$ cat src/rtl/sdram_arbiter_pkg.sv
// Shared SDRAM client command encodings and burst length, common to the
// arbiter, its clients and the controller.
package sdram_arbiter_pkg;

    localparam logic [1:0] CMD_IDLE  = 2'd0;
    localparam logic [1:0] CMD_READ  = 2'd1;
    localparam logic [1:0] CMD_WRITE = 2'd2;

    localparam int unsigned SDRAM_READ_BURST_LENGTH = 4;

    // Encoding 2'd3 is unused and deliberately treated as idle.
    function automatic logic cmd_active(input logic [1:0] cmd);
        return (cmd == CMD_READ) || (cmd == CMD_WRITE);
    endfunction

endpackage

$ cat src/rtl/sdram_arbiter.sv
// Two-client SDRAM arbiter: the display reader has strict priority over the
// compute client, which can be asked to yield mid-grant.
module sdram_arbiter
    import sdram_arbiter_pkg::*;
#(
    parameter int unsigned READ_BURST_LENGTH = SDRAM_READ_BURST_LENGTH
) (
    input  logic        i_Clk,
    input  logic        i_Reset,

    input  logic [1:0]  i_Disp_Command,
    input  logic [21:0] i_Disp_Address,
    output logic        o_Disp_Read_Valid,
    output logic        o_Disp_Write_Done,

    input  logic [1:0]  i_CPU_Command,
    input  logic [21:0] i_CPU_Address,
    input  logic [31:0] i_CPU_Write_Data,
    input  logic        i_CPU_SDRAM_Yield,
    output logic        o_CPU_SDRAM_Requested,
    output logic        o_CPU_Read_Valid,
    output logic        o_CPU_Write_Done,

    output logic [31:0] o_Read_Data,

    output logic [1:0]  o_Ctrl_Command,
    output logic [21:0] o_Ctrl_Address,
    output logic [31:0] o_Ctrl_Write_Data,
    input  logic        i_Ctrl_Read_Valid,
    input  logic        i_Ctrl_Write_Done,
    input  logic [31:0] i_Ctrl_Read_Data,

    output logic        o_Burst_Error
);

    localparam logic [1:0] ST_IDLE       = 2'd0;
    localparam logic [1:0] ST_GRANT_DISP = 2'd1;
    localparam logic [1:0] ST_GRANT_CPU  = 2'd2;

    localparam logic [7:0] BURST_LEN = 8'(READ_BURST_LENGTH);

    logic [1:0] state;
    logic [1:0] state_next;
    logic [7:0] beat_count;
    logic [7:0] beat_next;
    logic       burst_error;

    logic       disp_active;
    logic       cpu_active;
    logic       disp_granted;
    logic       cpu_granted;
    logic       read_routed;
    logic       write_routed;
    logic [1:0] strobe_count;
    logic       release_grant;

    always_comb begin
        disp_active  = cmd_active(i_Disp_Command);
        cpu_active   = cmd_active(i_CPU_Command);
        // Grants are masked during reset so nothing leaks out mid-burst.
        disp_granted = (state == ST_GRANT_DISP) && !i_Reset;
        cpu_granted  = (state == ST_GRANT_CPU) && !i_Reset;

        o_CPU_SDRAM_Requested = disp_active && (state != ST_GRANT_DISP);

        o_Ctrl_Command = CMD_IDLE;
        o_Ctrl_Address = '0;
        if (disp_granted) begin
            o_Ctrl_Address = i_Disp_Address;
            if (disp_active) begin
                o_Ctrl_Command = CMD_READ;
            end
        end else if (cpu_granted) begin
            o_Ctrl_Address = i_CPU_Address;
            if (cpu_active) begin
                o_Ctrl_Command = i_CPU_Command;
            end
        end

        o_Ctrl_Write_Data = i_CPU_Write_Data;
        o_Read_Data       = i_Ctrl_Read_Data;

        o_Disp_Read_Valid = disp_granted && i_Ctrl_Read_Valid;
        o_Disp_Write_Done = disp_granted && i_Ctrl_Write_Done;
        o_CPU_Read_Valid  = cpu_granted && i_Ctrl_Read_Valid;
        o_CPU_Write_Done  = cpu_granted && i_Ctrl_Write_Done;

        read_routed  = (disp_granted || cpu_granted) && i_Ctrl_Read_Valid;
        write_routed = (disp_granted || cpu_granted) && i_Ctrl_Write_Done;
        strobe_count = {1'b0, read_routed} + {1'b0, write_routed};
        beat_next    = beat_count + {6'd0, strobe_count};

        release_grant = ((state == ST_GRANT_DISP) && !disp_active) ||
                        ((state == ST_GRANT_CPU) &&
                         (!cpu_active || (o_CPU_SDRAM_Requested && i_CPU_SDRAM_Yield)));

        state_next = state;
        case (state)
            ST_IDLE: begin
                if (disp_active) begin
                    state_next = ST_GRANT_DISP;
                end else if (cpu_active) begin
                    state_next = ST_GRANT_CPU;
                end
            end
            ST_GRANT_DISP,
            ST_GRANT_CPU: begin
                if (release_grant) begin
                    state_next = ST_IDLE;
                end
            end
            default: state_next = ST_IDLE;
        endcase

        o_Burst_Error = burst_error;
    end

    always_ff @(posedge i_Clk) begin
        if (i_Reset) begin
            state       <= ST_IDLE;
            beat_count  <= '0;
            burst_error <= 1'b0;
        end else begin
            state <= state_next;
            // Holding the count at zero in IDLE clears it for the next grant.
            if (state == ST_IDLE) begin
                beat_count <= '0;
            end else begin
                beat_count <= beat_next;
            end
            if (release_grant && (beat_next != 8'd0) && ((beat_next % BURST_LEN) != 8'd0)) begin
                burst_error <= 1'b1;
            end
        end
    end

endmodule

$ cat config.mk
export PLATFORM = sky130hd
export DESIGN_NAME = sdram_arbiter
export DESIGN_NICKNAME = d
export VERILOG_FILES = /design/src/rtl/sdram_arbiter_pkg.sv /design/src/rtl/sdram_arbiter.sv
export SDC_FILE = /design/constraint.sdc
export NUM_CORES = 1
export LEC_CHECK = 0
export ABC_AREA = 1
export CORE_AREA = 2 2 82 84
export CTS_BUF_LIST = sky130_fd_sc_hd__clkbuf_8
export CTS_CLUSTER_DIAMETER = 50
export CTS_CLUSTER_SIZE = 28
export DETAILED_ROUTE_END_ITERATION = 10
export DIE_AREA = 0 0 84 86
export GPL_TIMING_DRIVEN = 0
export PLACE_DENSITY = 0.75
export SYNTH_ARGS = -nofsm -noshare
export SYNTH_HDL_FRONTEND = slang
export SYNTH_SLANG_ARGS = --single-unit
$ cat constraint.sdc
create_clock -name i_Clk -period 2.9 [get_ports i_Clk]
set_input_delay 0.435 -clock i_Clk [delete_from_list [all_inputs] [get_ports i_Clk]]
set_output_delay 0.435 -clock i_Clk [all_outputs]
set_load 0.05 [all_outputs]
==> out/qor.csv <==
stage,metric,value,unit
global_route,all-layer global routing usage,0.1331,
critical_path,crit-path max FO,10,
clocking,worst-skew pair later-pin latency,0.22,ns
route,Pre-antenna DRT Iters,4,
route,vias per cell,4.038,
flow_run,Max-Cap Viols,0,
global_route,initial antenna violation count,0,
finish,n_diodes,0,
synthesis,mux cell area share after synthesis,0,
critical_path,R2R Setup Slk,0.94,ns
synthesis,Syn Inst Count,198,
clocking,clk root buf,clkbuf_8,
critical_path,worst reg2reg startpoint,state[1]$_SDFFE_PP0P_,
finish,Synth-to-Final Area Change,126.9,%
timing,Tightest Pin Transition,0.5424,ns
finish,final core utilization,0.4469,
synthesis,largest family of logic cells by synthesized area,buffers and inverters,
clocking,clk buf depth,2,
clocking,CTS Hold Bufs,0,
min_path,cell count of the worst hold path,2,
global_route,largest net degree at the start of global routing,11,
critical_path,worst setup path startpoint,i_Reset,
clocking,Post CTS Setup Buffer Count,0,
power,Power Density,454.1,mW/mm^2
placement,hpwl dp,4602,um
route,total number of vias,1716,
route,Routed WL per cell,12.10,um
die,Die Ht,86,um
route,DRC viols,0,
clocking,CTS tree,done,
die,row cnt,29,
critical_path,CP Data Arrival Time,2.35,ns
timing,Slew headroom,0.6372,
timing,final period utilization,0.9599,
global_route,Congestion Overflow GR,0,
route,Detail Route Antenna Nets,0,
die,top-level port count,211,
timing,max-slew violations,0,
route,routed wire length,5144,um
finish,Fill cells,664,
synthesis,"FF+latch count, synth",5,
global_route,grt peak-use layer,met2,
die,core area,0.006277,mm^2
placement,Buffers on Ports,146,
synthesis,post-synthesis sequential area ratio,0.08097,
synthesis,xor and xnor fraction of the mapped netlist area,0.007085,
timing,TNS Setup,0,ns
critical_path,CP Launch Type,primary input,
global_route,met3 GRT Util,0.02695,
timing,Fmax,359.3,MHz
finish,layout cells sized above 1,0.2385,
die,Die Span X,84,um
timing,final hold slack,0.4526,ns
synthesis,YS warnings,0,
timing,unrepaired setup endpoints after global routing,no,
finish,Final #Nets,472,
global_route,number of global-route vias before repair,1731,
route,Initial DRC Count,7,
global_route,met1 Usage GRT,0.1384,
min_path,hold crit path type,reg2reg,
placement,final RePlAce weighted congestion,0.7604,
synthesis,synthesized area per cell,6.243,um^2
timing,Fin. Hold Viols,0,
clocking,CTS Buf Count,3,
clocking,cts repair resizes,22,
timing,Worst Skew,0.0004344,ns
timing,final setup fails,0,
die,die area,0.007224,mm^2
timing,Final min period,2.784,ns
critical_path,"Req. time, crit path",2.47,ns
min_path,hold endpoint,o_Burst_Error$_SDFFE_PP0P_,
power,cell leakage power,1.400,nW
synthesis,post-synthesis simple-gate area fraction,0.1943,
clocking,CTS sink cnt,5,
die,starting density of the core,0.1969,
min_path,min-delay src,o_Burst_Error$_SDFFE_PP0P_,
global_route,global-route wire length before repair,7935,um
critical_path,critical path class,in2out,
outcome,outcome,"complete, no violations",
synthesis,net count after synthesis,321,
synthesis,Post-Synth Adder-Cell Area,0.06680,
critical_path,crit end category,output port,
global_route,M2 GR Usage,0.2713,
synthesis,Compound-Gate Fraction of Synth Area,0.1215,
critical_path,Reg2Reg Depth,9,
power,peak supply drop,0.2474,mV
clocking,Clock transition at path regs,0.04,ns
synthesis,Syn Std Cell Area,0.001236,mm^2
synthesis,"Distinct cells, synth",22,
critical_path,FF-to-FF End,o_Burst_Error$_SDFFE_PP0P_,
clocking,H-tree level count,1,
## per-stage QoR
step                area [um^2]  setup slack (ns)  instances  total power [mW]
floorplan                  1236            0.3687        198            0.8308
global placement           2794           -0.2371        421             1.187
detailed placement         2794           -0.2584        421             1.196
CTS                        2811           0.03637        425             1.287
global route               2805         0.0006866        425             1.359
finish                     2805            0.1164        425             1.274
## area by class of cell
class,instances,area (um^2),share of cell area
plain buffers,71,520.5,0.1855
flip-flops and latches,5,100.1,0.03568
clock inverters,1,3.754,0.001338
well taps,77,96.34,0.03434
multi-input cells,86,481.7,0.1717
clock buffers,3,41.29,0.01472
inverters,36,135.1,0.04817
repair buffers,146,1426,0.5085
## where the power goes
part,internal (mW),switching (mW)
registers,0.0841,0.00915
clock network,0.0911,0.0387
logic,0.368,0.683
total,0.543,0.731
## layer usage
metal / up-vias / share of wire
met5: - / 0
met2: 113 / 0.55
met4: 0 / 0.0068
li1: 854 / -
met1: 745 / 0.36
met3: 4 / 0.087
## worst max-delay path: stages
cell,delay [ns]
clkdlybuf4s50_1,0.50
inv_2,0.19
nand3_1,0.22
clkbuf_2,0.26
o21ai_0,0.19
clkdlybuf4s15_1,0.54
## worst max-delay path by stage
| stage | to | slack, ns | cells after the start |
|---|---|---|---|
| floorplan | o_Ctrl_Address[10] | 0.37 | 7 |
| global placement | o_Ctrl_Address[16] | -0.24 | 6 |
| detailed placement | o_Ctrl_Address[16] | -0.26 | 6 |
| CTS | o_Ctrl_Address[18] | 0.04 | 5 |
| global route | o_Ctrl_Command[0] | 0.0007 | 6 |
| finish | o_Ctrl_Address[15] | 0.12 | 6 |
## cell usage in the layout, fill, tap and decap left out, types with 3 or more instances in the layout
master	Yosys	final
a21oi_1	4	4
buf_2	3	3
buf_4	64	64
clkbuf_2	1	6
clkbuf_8	0	3
clkdlybuf4s15_1	0	4
clkdlybuf4s50_1	0	123
dfxtp_1	5	5
dlygate4sd2_1	0	13
ha_1	5	5
inv_1	34	35
nand2_1	13	13
nand3_1	25	25
nor2_1	6	6
o21ai_0	23	23
## synthesized netlist by cell type
cell	count	area, um^2
buf_2	3	15.01
nand4_1	1	6.260
xor2_1	1	8.760
nand2_2	2	12.51
a21oi_2	1	8.760
clkbuf_2	1	5.000
buf_6	1	11.26
o22ai_1	1	6.260
inv_2	2	7.510
fa_1	1	20.02
buf_4	64	480.5
nand2_1	13	48.80
nand3_2	1	10.01
nand3_1	25	125.1
inv_1	34	127.6
nor2_1	6	22.52
ha_1	5	62.56
o21ai_0	23	115.1
clkbuf_1	2	7.510
nor3b_1	2	15.01
dfxtp_1	5	100.1
a21oi_1	4	20.02
## cell families (layout without fill, tap and decap cells)
kind of cell | count (synthesis) | in the layout
adder cells (fa/ha/maj) | 6 | 6
AO/OA/AOI/OAI | 29 | 29
XOR/XNOR | 1 | 1
flip-flops | 5 | 5
AND/OR/NAND/NOR | 50 | 50
buffers and inverters | 107 | 257
## sequential cells by signal, summed over array words and instances (netlist names)
register	flops
o_Burst_Error	1
beat_count	2
state	2
(Power assumes the default switching activity.)
